**config.mk**
```make
export PLATFORM = sky130hd
export DESIGN_NAME = btb_update_ctrl_flat
export DESIGN_NICKNAME = d
export VERILOG_FILES = /design/src/rtl/btb_update_ctrl_pkg.sv /design/src/rtl/btb_update_ctrl_if.sv /design/src/rtl/btb_update_ctrl_arb.sv /design/src/rtl/btb_update_ctrl.sv /design/src/flat_wrapper.sv
export SDC_FILE = /design/constraint.sdc
export NUM_CORES = 1
export LEC_CHECK = 0
export CORE_AREA = 8 8 335 239
export CTS_BUF_LIST = sky130_fd_sc_hd__clkbuf_16
export DETAILED_ROUTE_END_ITERATION = 16
export DIE_AREA = 0 0 343 247
export HOLD_SLACK_MARGIN = 0.05
export PLACE_DENSITY = 0.49
export SLEW_MARGIN = 20
export SYNTH_ARGS = -nofsm -noshare
export SYNTH_HDL_FRONTEND = slang
export SYNTH_SLANG_ARGS = --single-unit
```
**constraint.sdc**
```tcl
create_clock -name Clk -period 14.4 [get_ports Clk]
set_input_delay 2.88 -clock Clk [delete_from_list [all_inputs] [get_ports Clk]]
set_output_delay 2.88 -clock Clk [all_outputs]
set_load 0.05 [all_outputs]
```
**src/rtl/btb_update_ctrl_pkg.sv**
```systemverilog
// Shared definitions for the BTB update controller: entry field positions,
// PC tag/index slices, FSM state encodings and entry helpers.
// The FLUSH state exists only when BTB_UPD_FLUSH_EN is defined.
package btb_update_ctrl_pkg;

  localparam int ENTRY_W = 58;
  localparam int TAG_W   = 18;
  localparam int IDX_W   = 8;

  // Entry field positions.
  localparam int VALID_BIT = 57;
  localparam int TAG_HI    = 56;
  localparam int TAG_LO    = 39;
  localparam int CNT_HI    = 38;
  localparam int CNT_LO    = 35;
  localparam int TYPE_HI   = 34;
  localparam int TYPE_LO   = 32;
  localparam int TGT_HI    = 31;
  localparam int TGT_LO    = 0;

  // PC slices used for tag and set index.
  localparam int PC_TAG_HI = 30;
  localparam int PC_TAG_LO = 13;
  localparam int PC_IDX_HI = 12;
  localparam int PC_IDX_LO = 5;

  typedef enum logic [1:0] {
    ST_IDLE   = 2'd0,
    ST_LOOKUP = 2'd1,
`ifdef BTB_UPD_FLUSH_EN
    ST_WRITE  = 2'd2,
    ST_FLUSH  = 2'd3
`else
    ST_WRITE  = 2'd2
`endif
  } state_t;

  function automatic logic [ENTRY_W-1:0] make_entry(input logic [31:0] pc,
                                                    input logic [3:0]  cnt,
                                                    input logic [2:0]  typ,
                                                    input logic [31:0] tgt);
    return {1'b1, pc[PC_TAG_HI:PC_TAG_LO], cnt, typ, tgt};
  endfunction

  function automatic logic entry_hit(input logic [ENTRY_W-1:0] e,
                                     input logic [TAG_W-1:0]   tag);
    return e[VALID_BIT] && (e[TAG_HI:TAG_LO] == tag);
  endfunction

endpackage

```
**src/rtl/btb_update_ctrl_if.sv**
```systemverilog
// Bus bundle between the BTB update controller (slave) and its environment:
// the two update requesters, fetch arbitration and the BTB array ports.
// Flush is only present when BTB_UPD_FLUSH_EN is defined.
interface btb_update_ctrl_if;
  import btb_update_ctrl_pkg::*;

  logic               PdUpValid;
  logic               PdUpReady;
  logic [31:0]        PdUpPc;
  logic [31:0]        PdUpTarget;
  logic [3:0]         PdUpCnt;
  logic [2:0]         PdUpType;

  logic               ExUpValid;
  logic               ExUpReady;
  logic [31:0]        ExUpPc;
  logic [31:0]        ExUpTarget;
  logic [3:0]         ExUpCnt;
  logic [2:0]         ExUpType;

  logic               FetchRdAble;
  logic               BtbRdReq;
  logic [IDX_W-1:0]   BtbRdIdx;
  logic [ENTRY_W-1:0] BtbRdData0;
  logic [ENTRY_W-1:0] BtbRdData1;

  logic               BtbWrEn0;
  logic               BtbWrEn1;
  logic [IDX_W-1:0]   BtbWrIdx;
  logic [ENTRY_W-1:0] BtbWrData;
  logic               Busy;

`ifdef BTB_UPD_FLUSH_EN
  logic               Flush;
`endif

  modport master (
`ifdef BTB_UPD_FLUSH_EN
    output Flush,
`endif
    output PdUpValid, PdUpPc, PdUpTarget, PdUpCnt, PdUpType,
    output ExUpValid, ExUpPc, ExUpTarget, ExUpCnt, ExUpType,
    output FetchRdAble, BtbRdData0, BtbRdData1,
    input  PdUpReady, ExUpReady, BtbRdReq, BtbRdIdx,
    input  BtbWrEn0, BtbWrEn1, BtbWrIdx, BtbWrData, Busy
  );

  modport slave (
`ifdef BTB_UPD_FLUSH_EN
    input  Flush,
`endif
    input  PdUpValid, PdUpPc, PdUpTarget, PdUpCnt, PdUpType,
    input  ExUpValid, ExUpPc, ExUpTarget, ExUpCnt, ExUpType,
    input  FetchRdAble, BtbRdData0, BtbRdData1,
    output PdUpReady, ExUpReady, BtbRdReq, BtbRdIdx,
    output BtbWrEn0, BtbWrEn1, BtbWrIdx, BtbWrData, Busy
  );

endinterface

```
**src/rtl/btb_update_ctrl_arb.sv**
```systemverilog
// btb_upd_arb: two-requester arbiter for BTB updates. Resolve wins by
// default; predecode is forced through after STARVE_MAX consecutive losses.
module btb_upd_arb
  import btb_update_ctrl_pkg::*;
#(
  parameter int STARVE_MAX = 3
) (
  input  logic clk,
  input  logic rst,
  input  logic arb_en,
  input  logic pd_valid,
  input  logic ex_valid,
  output logic pd_grant,
  output logic ex_grant
);

  logic [1:0] starve_cnt;
  logic       pd_forced;

  // Grant decode; combinational on the valids so ready can follow valid.
  always_comb begin
    pd_forced = (starve_cnt == 2'(STARVE_MAX));
    pd_grant  = arb_en && pd_valid && (!ex_valid || pd_forced);
    ex_grant  = arb_en && ex_valid && !pd_grant;
  end

  // Count predecode losses; cleared whenever predecode is granted.
  always_ff @(posedge clk or posedge rst) begin
    if (rst) begin
      starve_cnt <= '0;
    end else if (arb_en && pd_valid) begin
      if (pd_grant) starve_cnt <= '0;
      else          starve_cnt <= starve_cnt + 2'd1;
    end
  end

endmodule

```
**src/rtl/btb_update_ctrl.sv**
```systemverilog
// btb_update_ctrl: BTB write-path sequencer. Accepts one update, looks up
// both banks on the shared read port (yielding to fetch), then rewrites the
// hit way or the LRU victim and flips that set's LRU bit.
// Optional: define BTB_UPD_FLUSH_EN to add the Flush input and FLUSH walk.
//
// state  | meaning
// IDLE   | arbitrate and capture the winning request
// LOOKUP | read both banks at the captured index when fetch allows
// WRITE  | registered write strobe active, LRU updated
// FLUSH  | clear both banks and LRU, one set per cycle (optional)
module btb_update_ctrl
  import btb_update_ctrl_pkg::*;
#(
  parameter int SETS       = 256,
  parameter int STARVE_MAX = 3
) (
  input logic              Clk,
  input logic              Rest,
  btb_update_ctrl_if.slave bus
);

  state_t             state;
  state_t             next_state;
  logic [31:0]        hold_pc;
  logic [31:0]        hold_tgt;
  logic [3:0]         hold_cnt;
  logic [2:0]         hold_type;
  logic [SETS-1:0]    lru;

  logic               arb_en;
  logic               flush_req;
  logic               pd_grant;
  logic               ex_grant;

  logic [IDX_W-1:0]   idx;
  logic [TAG_W-1:0]   tag;
  logic               hit0;
  logic               hit1;
  logic               way_sel;
  logic               lookup_go;

  logic               wr_en0_q;
  logic               wr_en1_q;
  logic [IDX_W-1:0]   wr_idx_q;
  logic [ENTRY_W-1:0] wr_data_q;
  logic               wr_en0_d;
  logic               wr_en1_d;
  logic [IDX_W-1:0]   wr_idx_d;
  logic [ENTRY_W-1:0] wr_data_d;

`ifdef BTB_UPD_FLUSH_EN
  logic               flush_pend;

  // Remember a flush seen mid-operation so it runs on return to IDLE.
  always_ff @(posedge Clk or posedge Rest) begin
    if (Rest)                                                      flush_pend <= 1'b0;
    else if (state == ST_IDLE)                                     flush_pend <= 1'b0;
    else if ((state == ST_LOOKUP || state == ST_WRITE) && bus.Flush) flush_pend <= 1'b1;
  end

  assign flush_req = bus.Flush || flush_pend;
`else
  assign flush_req = 1'b0;
`endif

  // Requests are only arbitrated in IDLE and a pending flush blocks them.
  assign arb_en = (state == ST_IDLE) && !flush_req;

  btb_upd_arb #(
    .STARVE_MAX (STARVE_MAX)
  ) u_arb (
    .clk      (Clk),
    .rst      (Rest),
    .arb_en   (arb_en),
    .pd_valid (bus.PdUpValid),
    .ex_valid (bus.ExUpValid),
    .pd_grant (pd_grant),
    .ex_grant (ex_grant)
  );

  // FSM state register.
  always_ff @(posedge Clk or posedge Rest) begin
    if (Rest) state <= ST_IDLE;
    else      state <= next_state;
  end

  // FSM next-state logic.
  always_comb begin
    next_state = state;
    case (state)
      ST_IDLE: begin
`ifdef BTB_UPD_FLUSH_EN
        if (flush_req) next_state = ST_FLUSH;
        else
`endif
        if (pd_grant || ex_grant) next_state = ST_LOOKUP;
      end
      ST_LOOKUP: if (!bus.FetchRdAble) next_state = ST_WRITE;
      ST_WRITE:  next_state = ST_IDLE;
`ifdef BTB_UPD_FLUSH_EN
      ST_FLUSH:  if (wr_idx_q == '1) next_state = ST_IDLE;
`endif
      default:   next_state = ST_IDLE;
    endcase
  end

  // FSM outputs: read port, ready, busy and the registered write port.
  always_comb begin
    lookup_go     = (state == ST_LOOKUP) && !bus.FetchRdAble;
    bus.BtbRdReq  = lookup_go;
    bus.BtbRdIdx  = idx;
    bus.PdUpReady = pd_grant;
    bus.ExUpReady = ex_grant;
    bus.Busy      = (state != ST_IDLE);
    bus.BtbWrEn0  = wr_en0_q;
    bus.BtbWrEn1  = wr_en1_q;
    bus.BtbWrIdx  = wr_idx_q;
    bus.BtbWrData = wr_data_q;
  end

  // Capture the granted request; later input changes cannot disturb it.
  always_ff @(posedge Clk or posedge Rest) begin
    if (Rest) begin
      hold_pc   <= '0;
      hold_tgt  <= '0;
      hold_cnt  <= '0;
      hold_type <= '0;
    end else if (pd_grant) begin
      hold_pc   <= bus.PdUpPc;
      hold_tgt  <= bus.PdUpTarget;
      hold_cnt  <= bus.PdUpCnt;
      hold_type <= bus.PdUpType;
    end else if (ex_grant) begin
      hold_pc   <= bus.ExUpPc;
      hold_tgt  <= bus.ExUpTarget;
      hold_cnt  <= bus.ExUpCnt;
      hold_type <= bus.ExUpType;
    end
  end

  // Tag compare and way choice; bank0 wins a double hit, else LRU victim.
  always_comb begin
    idx  = hold_pc[PC_IDX_HI:PC_IDX_LO];
    tag  = hold_pc[PC_TAG_HI:PC_TAG_LO];
    hit0 = entry_hit(bus.BtbRdData0, tag);
    hit1 = entry_hit(bus.BtbRdData1, tag);
    if (hit0)      way_sel = 1'b0;
    else if (hit1) way_sel = 1'b1;
    else           way_sel = lru[idx];
  end

  // Next value of the write port; zero unless entering WRITE or FLUSH.
  always_comb begin
    wr_en0_d  = 1'b0;
    wr_en1_d  = 1'b0;
    wr_idx_d  = '0;
    wr_data_d = '0;
    if (lookup_go) begin
      wr_en0_d  = !way_sel;
      wr_en1_d  = way_sel;
      wr_idx_d  = idx;
      wr_data_d = make_entry(hold_pc, hold_cnt, hold_type, hold_tgt);
    end
`ifdef BTB_UPD_FLUSH_EN
    else if (next_state == ST_FLUSH) begin
      wr_en0_d = 1'b1;
      wr_en1_d = 1'b1;
      wr_idx_d = (state == ST_FLUSH) ? wr_idx_q + 8'd1 : '0;
    end
`endif
  end

  // Write-port registers; the write index doubles as the flush walker.
  always_ff @(posedge Clk or posedge Rest) begin
    if (Rest) begin
      wr_en0_q  <= 1'b0;
      wr_en1_q  <= 1'b0;
      wr_idx_q  <= '0;
      wr_data_q <= '0;
    end else begin
      wr_en0_q  <= wr_en0_d;
      wr_en1_q  <= wr_en1_d;
      wr_idx_q  <= wr_idx_d;
      wr_data_q <= wr_data_d;
    end
  end

  // LRU points at the way not just written; flush clears it set by set.
  always_ff @(posedge Clk or posedge Rest) begin
    if (Rest) begin
      lru <= '0;
    end else if (state == ST_WRITE) begin
      lru[wr_idx_q] <= wr_en0_q;
    end
`ifdef BTB_UPD_FLUSH_EN
    else if (state == ST_FLUSH) begin
      lru[wr_idx_q] <= 1'b0;
    end
`endif
  end

endmodule

```
**src/flat_wrapper.sv**
```systemverilog
// flat-port wrapper written by rule: the top's interface ports become plain ports
module btb_update_ctrl_flat import btb_update_ctrl_pkg::*;
#(
  parameter int SETS       = 256,
  parameter int STARVE_MAX = 3
)
  (Clk, Rest, bus_PdUpValid, bus_PdUpPc, bus_PdUpTarget, bus_PdUpCnt, bus_PdUpType, bus_ExUpValid, bus_ExUpPc, bus_ExUpTarget, bus_ExUpCnt, bus_ExUpType, bus_FetchRdAble, bus_BtbRdData0, bus_BtbRdData1, bus_PdUpReady, bus_ExUpReady, bus_BtbRdReq, bus_BtbRdIdx, bus_BtbWrEn0, bus_BtbWrEn1, bus_BtbWrIdx, bus_BtbWrData, bus_Busy);
  btb_update_ctrl_if bus_i ();
  input logic Clk;
  input logic Rest;
  input wire logic [$bits(bus_i.PdUpValid)-1:0] bus_PdUpValid;
  input wire logic [$bits(bus_i.PdUpPc)-1:0] bus_PdUpPc;
  input wire logic [$bits(bus_i.PdUpTarget)-1:0] bus_PdUpTarget;
  input wire logic [$bits(bus_i.PdUpCnt)-1:0] bus_PdUpCnt;
  input wire logic [$bits(bus_i.PdUpType)-1:0] bus_PdUpType;
  input wire logic [$bits(bus_i.ExUpValid)-1:0] bus_ExUpValid;
  input wire logic [$bits(bus_i.ExUpPc)-1:0] bus_ExUpPc;
  input wire logic [$bits(bus_i.ExUpTarget)-1:0] bus_ExUpTarget;
  input wire logic [$bits(bus_i.ExUpCnt)-1:0] bus_ExUpCnt;
  input wire logic [$bits(bus_i.ExUpType)-1:0] bus_ExUpType;
  input wire logic [$bits(bus_i.FetchRdAble)-1:0] bus_FetchRdAble;
  input wire logic [$bits(bus_i.BtbRdData0)-1:0] bus_BtbRdData0;
  input wire logic [$bits(bus_i.BtbRdData1)-1:0] bus_BtbRdData1;
  output wire logic [$bits(bus_i.PdUpReady)-1:0] bus_PdUpReady;
  output wire logic [$bits(bus_i.ExUpReady)-1:0] bus_ExUpReady;
  output wire logic [$bits(bus_i.BtbRdReq)-1:0] bus_BtbRdReq;
  output wire logic [$bits(bus_i.BtbRdIdx)-1:0] bus_BtbRdIdx;
  output wire logic [$bits(bus_i.BtbWrEn0)-1:0] bus_BtbWrEn0;
  output wire logic [$bits(bus_i.BtbWrEn1)-1:0] bus_BtbWrEn1;
  output wire logic [$bits(bus_i.BtbWrIdx)-1:0] bus_BtbWrIdx;
  output wire logic [$bits(bus_i.BtbWrData)-1:0] bus_BtbWrData;
  output wire logic [$bits(bus_i.Busy)-1:0] bus_Busy;
  assign bus_i.PdUpValid = bus_PdUpValid;
  assign bus_i.PdUpPc = bus_PdUpPc;
  assign bus_i.PdUpTarget = bus_PdUpTarget;
  assign bus_i.PdUpCnt = bus_PdUpCnt;
  assign bus_i.PdUpType = bus_PdUpType;
  assign bus_i.ExUpValid = bus_ExUpValid;
  assign bus_i.ExUpPc = bus_ExUpPc;
  assign bus_i.ExUpTarget = bus_ExUpTarget;
  assign bus_i.ExUpCnt = bus_ExUpCnt;
  assign bus_i.ExUpType = bus_ExUpType;
  assign bus_i.FetchRdAble = bus_FetchRdAble;
  assign bus_i.BtbRdData0 = bus_BtbRdData0;
  assign bus_i.BtbRdData1 = bus_BtbRdData1;
  assign bus_PdUpReady = bus_i.PdUpReady;
  assign bus_ExUpReady = bus_i.ExUpReady;
  assign bus_BtbRdReq = bus_i.BtbRdReq;
  assign bus_BtbRdIdx = bus_i.BtbRdIdx;
  assign bus_BtbWrEn0 = bus_i.BtbWrEn0;
  assign bus_BtbWrEn1 = bus_i.BtbWrEn1;
  assign bus_BtbWrIdx = bus_i.BtbWrIdx;
  assign bus_BtbWrData = bus_i.BtbWrData;
  assign bus_Busy = bus_i.Busy;
  btb_update_ctrl #(.SETS(SETS), .STARVE_MAX(STARVE_MAX)) u_core (.Clk(Clk), .Rest(Rest), .bus(bus_i));
endmodule
```
==> summary.txt <==
Placement
  • I/O Buffers: 252
  • Post-DP Area: 22100 um^2
  • GP Congestion: 0.784
  • DPL Wire Length: 41300 um
  • Placed cell count: 2747

Global route
  • First-pass GRT wire length: 89900 um
  • Vias in the first global route: 13465
  • Largest net degree at the start of global routing: 105
  • Antenna violations before repair: 0
  • Total grt overflow: 0
  • Global Route Usage Sum: 14.0%

Route
  • Via count: 13100
  • Detailed-route wire length: 61500 um
  • Via density: 4.64
  • Pre-antenna DRT Iters: 5
  • DRT antenna net count: 0
  • DRC Markers: 0
  • WL per Instance: 21.8 um
  • Iteration-0 DRC Markers: 958

Clock tree
  • Clock Tree Buf Depth: 3
  • CTS Buf Count: 41
  • CTS tree: built
  • CTS Root Cell: clkbuf_16
  • Clock latency at the later pin of the worst-skew pair: 0.56 ns
  • H-tree depth reported by CTS: 2
  • Sink Count: 393
  • CTS clk-pin slew, worst paths: 0.06 ns
  • Post_cts resized: 0
  • Post-CTS Hold Buffers: 0
  • Post-CTS Setup Bufs: 0

Die
  • Initial core utilization: 24.8%
  • Die footprint: 84700 um^2
  • Top Ports: 343
  • Die height: 247 um
  • Core ar.: 74600 um^2
  • Die Span X: 343 um
  • FP Rows: 84

Outcome
  • Outcome: complete, no violations

Synth
  • Synth Flop Type: dfrtp_1
  • Synth warn: 0
  • Cell count after synthesis: 1579
  • Ys async rst share: 100%
  • Count leader, synth: dfrtp_1
  • Largest family of logic cells by synthesized area: multiplexers
  • Synth Register Bits: 393
  • Compound-Gate Fraction of Synth Area: 4.35%
  • Avg Inst Size Synth: 11.7 um^2
  • Mux cell area share after synthesis: 23.9%
  • Post-synth top cells: dfrtp_1 (393), nand2_1 (317), mux2_2 (257), nor2_1 (129), clkbuf_1 (79)
  • Simple-gate share of the synthesized area: 13.9%
  • Sequential share of the synthesized area: 53.1%
  • Post-Synth Adder-Cell Area: 0.0676%
  • Syn_nets: 1843
  • Cell variety after synth: 50
  • Synth Area in XOR/XNOR: 1.70%
  • Yosys top cell area share: 53.1%
  • Cell taking the most area after synthesis: dfrtp_1
  • Cell Area, Synth: 18500 um^2
  • Post-synth EDFFs: 0
  • Synth area leaders: dfrtp_1 (53%), mux2_2 (16%), mux4_2 (7.4%), nand2_1 (6.4%), a22oi_1 (3.2%)

Power
  • P_int: 2220 uW
  • Gate power share: 33.7%
  • Leakage: 0.0102 uW
  • Peak supply drop: 0.000108 V
  • Power per cell area: 157 nW/um^2
  • Sequential Power Share: 39.3%
  • Sw Pwr: 1450 uW
  • Overall power: 3670 uW
  • Switching Fraction: 39.4%
  • Clk pwr share: 27.0%

Critical path
  • Worst EP required: 11.52 ns
  • Critical Path Fanout Max: 66
  • Worst Setup SP: bus_PdUpValid
  • FF-to-FF End: u_core.bus.BtbWrEn1
  • Critical path endpoint category: output pin
  • Setup crit end: bus_PdUpReady
  • Reg-to-reg slack, setup: 10.62 ns
  • R2R depth: 7
  • Critical path launch point type: primary input
  • Crit path kind: primary input to output pin
  • Reg-to-Reg Start: u_core.hold_pc[5]
  • Critical Path AT: 5.42 ns

Timing
  • Final setup viols: 0
  • Final Hold Fails: 0
  • Worst slew margin: 29.3%
  • TNS Setup: 0 ns
  • WHS: 0.478 ns
  • Period minus WS final: 8.30 ns
  • Worst-Margin Slew: 1.05 ns
  • Max Clock Skew: 0.0199 ns
  • RSZ-0062 raised after global routing: false
  • Max Clock Freq: 121 MHz
  • Max Transition Viols Final: 0
  • Final Cycle Share: 57.6%

Cells and area
  • Storage element area: 9840 um^2
  • Design area: 23400 um^2
  • N_diodes: 0
  • Final cell count without fillers: 2821
  • # fillers: 7585
  • Share of layout cells above drive strength 1: 23.3%
  • Multi-input logic area: 8210 um^2
  • Synth-to-layout area growth: 26.2%
  • Final nets: 2065

Worst hold path
  • Worst min-delay path category: flip-flop to flip-flop

Flow run
  • Max-cap violations: 0
stage by stage:
stage | util [%] | worst slack [ns]
after floorplan | - | 0.594
after global placement | 29.6 | 6.07
after detailed placement | 29.6 | 6.09
after CTS | 31.3 | 6.08
after global routing | 31.3 | 5.98
final | 31.3 | 6.10
how the worst min path moves through the flow:
| stage | start | to | slack, ns | cells past startpoint |
|---|---|---|---|---|
| after floorplan | u_core.u_arb.starve_cnt[1] | u_core.u_arb.starve_cnt[1] | 0.45 | 2 |
| after global placement | u_core.hold_type[2] | u_core.bus.BtbWrData[34] | 0.46 | 1 |
| after detailed placement | u_core.hold_tgt[19] | u_core.bus.BtbWrData[19] | 0.46 | 1 |
| after CTS | u_core.hold_cnt[3] | u_core.bus.BtbWrData[38] | 0.48 | 1 |
| after global routing | u_core.hold_type[1] | u_core.bus.BtbWrData[33] | 0.49 | 1 |
| final | u_core.hold_tgt[19] | u_core.bus.BtbWrData[19] | 0.48 | 1 |
cell type report:
cell class,count,share of cell area (%)
Clock inverter,31,0.573
Tap cell,989,5.30
Multi-Input combinational cell,1068,35.2
Inverter,8,0.161
Clock buffer,43,4.61
Timing Repair Buffer,289,12.0
Sequential cell,393,42.2
layer usage:
layer / track usage (%) / share of wire [%] / up-vias
met4: 3.78 / 2.2 / 0
met3: 2.59 / 4.8 / 84
met5: 0 / 0 / -
li1: - / - / 5918
met2: 21.8 / 47 / 274
met1: 19.8 / 46 / 6824
power groups by stage:
stage	sequential [uW]	clock [uW]	combinational (uW)
after floorplan	1500	0	737
after global placement	1460	0	1240
after detailed placement	1460	0	1250
after CTS	1440	1030	1250
after global routing	1470	1070	1330
final	1440	991	1240
critical path, stage by stage:
cell and delay [ns]:
clkdlybuf4s50_1 0.53, nand2_1 0.17, nor2_4 0.18, buf_4 0.69, clkdlybuf4s50_1 0.95
layout by cell type, fill, tap and decap left out, drive strengths merged, types with 2 or more instances in the layout:
cell	count
o21ai	5
nor2	129
and2	63
nor4	4
nand3	15
dfrtp	393
nor3b	4
a22oi	78
o22ai	2
or2	2
nand4	13
or3	2
clkbuf	43
a31oi	3
clkinv	18
o31ai	3
xnor2	25
inv	21
clkdlybuf4s50	252
mux2i	14
xor2	11
nand2b	11
a221oi	5
nand3b	4
mux4	61
mux2	259
a21oi	2
buf	37
nor3	12
a211oi	3
nand2	317
nor2b	13
state kept, by name, indices dropped and copies added (netlist names):
| name | cells |
|---|---|
| u_core.bus.BtbWrData | 58 |
| u_core.bus.BtbWrEn0 | 1 |
| u_core.hold_pc | 26 |
| u_core.lru | 256 |
| u_core.hold_tgt | 32 |
| u_core.hold_type | 3 |
| u_core.bus.BtbWrEn1 | 1 |
| u_core.u_arb.starve_cnt | 2 |
| u_core.hold_cnt | 4 |
| u_core.state | 2 |
| u_core.bus.BtbWrIdx | 8 |
cells by family (layout without fill, tap and decap cells):
| kind of cell | count (synthesis) | in the layout |
|---|---|---|
| muxes | 334 | 334 |
| adders and majority gates | 1 | 1 |
| and+or+nand+nor | 590 | 590 |
| DFF | 393 | 393 |
| AOI/OAI and AO/OA | 107 | 107 |
| xor gates and xnor gates | 36 | 36 |
| buffers and inverters | 118 | 371 |
Power figures use the tool's default switching activity.
